### config.mk
export PLATFORM = sky130hd
export DESIGN_NAME = fetch_sequencer
export DESIGN_NICKNAME = d
export VERILOG_FILES = /design/src/rtl/fetch_sequencer.sv
export SDC_FILE = /design/constraint.sdc
export NUM_CORES = 1
export LEC_CHECK = 0
export CAP_MARGIN = 10
export CORE_AREA = 2 2 92 94
export DETAILED_ROUTE_END_ITERATION = 8
export DIE_AREA = 0 0 94 96
export SLEW_MARGIN = 5
export SYNTH_ARGS = -nofsm -noshare
export SYNTH_HDL_FRONTEND = slang
export SYNTH_SLANG_ARGS = --single-unit
### constraint.sdc
create_clock -name Clock -period 2.9 [get_ports Clock]
set_clock_uncertainty 0.2 [all_clocks]
set_input_delay 0.29 -clock Clock [delete_from_list [all_inputs] [get_ports Clock]]
set_output_delay 0.29 -clock Clock [all_outputs]
set_load 0.02 [all_outputs]
### src/rtl/fetch_sequencer.sv
`default_nettype none
// ============================================================================
//  Module      : fetch_sequencer
//  Description : Instruction fetch / issue controller for the 9-bit IIIXXXYYY
//                processor. Owns the program counter and reads words from a
//                synchronous program memory. Each instruction is presented on
//                DIN with a one-cycle Run pulse, then the block waits for Done.
//                For mvi (opcode 001) the immediate word is prefetched and
//                driven on DIN during execution. A missing Done raises a
//                sticky Fault that only Reset clears.
//
//  Ports       : Clock, Reset       - clock, synchronous active-high reset
//                Enable             - keep fetching while high
//                MemAddr, MemRead   - program memory address / read strobe
//                MemData            - read data, MEM_LATENCY cycles after read
//                DIN, Run, Done     - processor data bus, start pulse, done
//                PC                 - address of next word to fetch
//                Busy, Fault        - activity and sticky timeout flags
//                Retired            - completed instruction count (saturating)
//
//  Revision    : 1.0 - initial release
// ============================================================================
module fetch_sequencer #(
    parameter int ADDR_WIDTH  = 5,
    parameter int MEM_LATENCY = 1,
    parameter int START_ADDR  = 0,
    parameter int TIMEOUT     = 8
) (
    input  logic                  Clock,
    input  logic                  Reset,
    input  logic                  Enable,
    output logic [ADDR_WIDTH-1:0] MemAddr,
    output logic                  MemRead,
    input  logic [8:0]            MemData,
    output logic [8:0]            DIN,
    output logic                  Run,
    input  logic                  Done,
    output logic [ADDR_WIDTH-1:0] PC,
    output logic                  Busy,
    output logic                  Fault,
    output logic [7:0]            Retired
);

    localparam int          TO_W     = $clog2(TIMEOUT + 1);
    localparam logic [2:0]  c_OP_MVI = 3'b001;

    typedef enum logic [2:0] {
        S_IDLE    = 3'd0,
        S_FETCH_I = 3'd1,
        S_WAIT_I  = 3'd2,
        S_FETCH_D = 3'd3,
        S_WAIT_D  = 3'd4,
        S_ISSUE   = 3'd5,
        S_EXEC    = 3'd6,
        S_FAULT   = 3'd7
    } state_t;

    state_t                r_state;
    state_t                w_next;
    logic [ADDR_WIDTH-1:0] r_pc;
    logic [1:0]            r_lat;
    logic [TO_W-1:0]       r_to;
    logic [8:0]            r_ir;
    logic [8:0]            r_imm;
    logic [8:0]            r_din;
    logic                  r_memread;
    logic                  r_run;
    logic [7:0]            r_retired;

    logic                  w_lat_last;
    logic [TO_W-1:0]       w_to_inc;
    logic                  w_timeout;
    logic                  w_is_mvi;
    logic                  w_fetching;
    logic [8:0]            w_din_next;

    // Last wait cycle: read data is valid on MemData during this cycle.
    assign w_lat_last = (r_lat == 2'(MEM_LATENCY - 1));
    // r_to holds the number of cycles since the Run cycle; the timeout fires
    // on the edge that would make it TIMEOUT, so Fault shows TIMEOUT cycles
    // after Run and a Done on that last EXEC cycle still wins.
    assign w_to_inc   = r_to + 1'b1;
    assign w_timeout  = (w_to_inc == TO_W'(TIMEOUT));
    assign w_is_mvi   = (r_ir[8:6] == c_OP_MVI);
    assign w_fetching = (r_state == S_FETCH_I) || (r_state == S_FETCH_D);

    // Next-state logic
    always_comb begin
        w_next = r_state;
        case (r_state)
            S_IDLE:    if (Enable) w_next = S_FETCH_I;
            S_FETCH_I: w_next = S_WAIT_I;
            S_WAIT_I:  if (w_lat_last)
                           w_next = (MemData[8:6] == c_OP_MVI) ? S_FETCH_D : S_ISSUE;
            S_FETCH_D: w_next = S_WAIT_D;
            S_WAIT_D:  if (w_lat_last) w_next = S_ISSUE;
            S_ISSUE:   w_next = S_EXEC;
            S_EXEC: begin
                if (Done)
                    w_next = Enable ? S_FETCH_I : S_IDLE;
                else if (w_timeout)
                    w_next = S_FAULT;
            end
            S_FAULT:   w_next = S_FAULT;
            default:   w_next = S_IDLE;
        endcase
    end

    // DIN is registered, so its value is chosen from the state being entered.
    // Entering ISSUE straight from WAIT_I, the instruction is still on MemData.
    always_comb begin
        w_din_next = 9'd0;
        if (w_next == S_ISSUE)
            w_din_next = (r_state == S_WAIT_I) ? MemData : r_ir;
        else if (w_next == S_EXEC)
            w_din_next = w_is_mvi ? r_imm : 9'd0;
    end

    always_ff @(posedge Clock) begin
        if (Reset) begin
            r_state   <= S_IDLE;
            r_pc      <= ADDR_WIDTH'(START_ADDR);
            r_lat     <= 2'd0;
            r_to      <= '0;
            r_ir      <= 9'd0;
            r_imm     <= 9'd0;
            r_din     <= 9'd0;
            r_memread <= 1'b0;
            r_run     <= 1'b0;
            r_retired <= 8'd0;
        end else begin
            r_state   <= w_next;
            r_din     <= w_din_next;
            r_memread <= (w_next == S_FETCH_I) || (w_next == S_FETCH_D);
            r_run     <= (w_next == S_ISSUE);

            if (w_fetching)
                r_pc <= r_pc + 1'b1;

            if ((r_state == S_WAIT_I) || (r_state == S_WAIT_D))
                r_lat <= w_lat_last ? 2'd0 : r_lat + 2'd1;
            else
                r_lat <= 2'd0;

            if ((r_state == S_WAIT_I) && w_lat_last)
                r_ir <= MemData;
            if ((r_state == S_WAIT_D) && w_lat_last)
                r_imm <= MemData;

            if (w_next == S_ISSUE)
                r_to <= '0;
            else if ((r_state == S_ISSUE) || (r_state == S_EXEC))
                r_to <= w_to_inc;

            if ((r_state == S_EXEC) && Done && (r_retired != 8'hFF))
                r_retired <= r_retired + 8'd1;
        end
    end

    assign MemAddr = r_pc;
    assign PC      = r_pc;
    assign MemRead = r_memread;
    assign Run     = r_run;
    assign DIN     = r_din;
    assign Retired = r_retired;
    assign Busy    = (r_state != S_IDLE) && (r_state != S_FAULT);
    assign Fault   = (r_state == S_FAULT);

endmodule
`default_nettype wire

==> impl_metrics.ini <==
[floorplan]
num_io_pins = 44
dieArea_sq_um = 9020
core_area_sq_um = 8050
start_util_pct = 29.4
row_count = 33
die_h_microns = 96
fp.dieW_microns = 94

[grt]
grt_pass1_vias = 1847
grt_antenna_before_repair = 0
grtUsageTotal_pct = 12.3
grt_max_degree = 42
grt_pass1_wl_mm = 8.85
grt_overflow = 0

[synth]
synth-seq-cells = 51
yosysWarnings = 0
syn_avg_cell_area_sq_um = 8.33
synth_area_sq_um = 2360
yosysSeqAreaShare_pct = 43.2
syn_inst = 284
synth_cell_types = 47
synth_fp_nets = 301

[power]
power.net_switching_uw = 447
p_total_mw = 1.65
pwr-share-clk_pct = 35.5
p_int_mw = 1.21
pwr-share-seq_pct = 46.5
powerDensity_nw_per_um2 = 549
power_frac_comb_pct = 17.9
vdd_ir_drop_max_mv = 0.215
leakagePower_nw = 1.02
power.share.switching_pct = 27.0

[setup_path]
reg2regPathDepth = 7
r2r_end = DIN[7]$_SDFF_PP0_
crit_end = DIN[7]$_SDFF_PP0_
crit_arrival_ns = 2.46
worstSetupPathType = register to register
crit_fanout = 10
setup.worst_path.start = r_lat[0]$_SDFF_PP0_
r2r_start = r_lat[0]$_SDFF_PP0_
startpoint_type = register
crit_required_ns = 2.95
ff2ff_setup_slack_ns = 0.49
cp-end-kind = register

[sta]
setup_viol_count_final = 0
rsz0062_at_grt = no
whs_ns = 0.214
hold_violations = 0
slew_headroom_pct = 48.9
fin_ws_ns = 0.488
max_freq_mhz = 415
fin_crit_sh_pct = 83.2
layout_min_cycle_time_ns = 2.41
finalMaxSlewViolations = 0
setup_tns_ns = 0
worst_pin_slew_ns = 0.764

[clock_tree]
cts_resized = 0
clk_pin_slew_ns = 0.10
cts_sinks = 51
cts-buffers-inserted = 5
postCtsSetupRepairBufs = 0
cts_tree = built
h-tree-depth = 2
cts_hold_buf = 0
root_buffer = clkbuf_8
clockBufferDepth = 2
worstSkewPairLatency_ns = 0.30

[routing]
routedWlPerCell_microns = 12.5
ant_nets = 0
drtIter0Drc = 138
wl_mm = 5.35
vias = 2029
drc = 0
vias_per_cell = 4.73
dr.pass1.iters = 4

[final_layout]
nNetsFinal = 340
diodes = 0
final_cells = 429
final_layout_size_suffix_gt1_share_pct = 6.79
fin_area_sq_um = 3010
final_util_pct = 37.4
syn2layout_area_growth_pct = 27.5

[worst_hold_path]
hold_class = register to register
hold_start = r_lat[0]$_SDFF_PP0_

[job]
drv_cap = 0

[placement]
gp_congestion = 0.780
dpl.hpwl_mm = 3.75
io_buffers = 43
place_ws_ns = 0.269
placed_area_sq_um = 2880
placedCellCount = 421

[status]
run_status = completed
[per-layer routing]
layer | global-route usage [%] | share of wire (%) | wire [microns] | vias to the layer above
met5 | 0 | 0 | 0 | -
met4 | 3.26 | 1.0 | 56 | 0
met3 | 2.98 | 3.6 | 195 | 7
met2 | 20.5 | 48 | 2550 | 33
met1 | 15.9 | 48 | 2540 | 953
li1 | - | - | - | 1036
[layout by cell type (no fill, tap or decap), types with 2 or more instances in the layout]
master	n
bufinv_16	2
nor3_1	10
a21o_1	6
xor2_1	8
clkdlybuf4s50_1	43
nor2b_1	2
dfxtp_1	51
buf_4	9
clkbuf_8	5
o21ai_0	4
xnor2_1	8
nand4_1	4
ha_1	4
a21oi_1	22
mux2i_1	9
nand3_1	11
inv_1	5
a2111oi_0	3
nor2_1	26
o21bai_1	3
nand2_1	63
[cell type report]
cell class,count,area (sq um)
Inverter,5,18.8
Sequential cell,51,1020
Tap cell,105,131
Timing Repair Buffer,52,498
Clock inverter,3,67.6
Multi-Input combinational cell,208,1210
Clock buffer,5,68.8
Fill cell,837,5040
[cell usage after synthesis (all sizes together)]
cell,n,share of area (%)
nor4,1,0.26
ha,4,2.1
xor2,8,3.0
nand4,4,1.1
inv,5,0.79
or4,1,0.32
nand2,63,10
and4bb,1,0.53
a2111oi,4,2.3
nand3b,1,0.32
nor3b,1,0.32
buf,13,3.8
or3,1,0.26
a221oi,1,0.37
o221ai,1,0.37
maj3,1,0.42
o211a,1,0.42
and2,2,0.53
o21ai,5,1.1
mux2i,9,3.8
nand2b,1,0.26
a221o,1,0.42
o21bai,3,0.95
nor2b,2,0.53
dfxtp,51,43
and3,1,0.26
a21boi,1,0.32
xnor2,8,3.0
and4b,1,0.42
or3b,2,0.74
clkbuf,7,1.1
a21oi,22,4.7
a21o,7,2.5
o2111ai,1,0.37
nor2,27,4.4
nor3,10,2.1
nor4bb,1,0.42
nand3,11,2.3
[flip-flops by register name, indices dropped and copies added, names as in the netlist]
name     cells
MemAddr      5
r_imm        9
MemRead      1
DIN          9
r_lat        2
Run          1
r_ir         9
r_to         4
Retired      8
r_state      3
[power groups by stage]
stage	Sequential (mW)	Clock [mW]	Combinational, mW
floorplan	0.774	0	0.199
global placement	0.786	0	0.295
detailed placement	0.786	0	0.297
CTS	0.770	0.605	0.298
global route	0.777	0.624	0.325
finish	0.770	0.588	0.297
[worst min-delay path by stage]
stage | endpoint | slack, ns | depth (start not counted)
floorplan | r_lat[0]$_SDFF_PP0_ | 0.19 | 1
global placement | r_lat[0]$_SDFF_PP0_ | 0.20 | 1
detailed placement | r_lat[0]$_SDFF_PP0_ | 0.21 | 1
CTS | r_lat[0]$_SDFF_PP0_ | 0.22 | 1
global route | r_lat[0]$_SDFF_PP0_ | 0.25 | 1
finish | r_lat[0]$_SDFF_PP0_ | 0.21 | 1
[critical path: stages (launching register included)]
cell       delay (ns)
dfxtp_1          0.32
inv_1            0.05
ha_1             0.37
and4bb_2         0.38
a221o_1          0.19
nand3b_1         0.30
a2111oi_0        0.38
o21bai_1         0.16
[cells by family after synthesis]
family,count (synthesis),synth area share (%)
flip-flops,51,43.2
buffers and inverters,25,5.71
AND/OR/NAND/NOR,131,25.1
AO/OA/AOI/OAI,47,13.8
multiplexers,9,3.81
XOR/XNOR,16,5.93
adder cells (fa/ha/maj),5,2.54
Note: power is estimated with default switching activity, not from simulation.
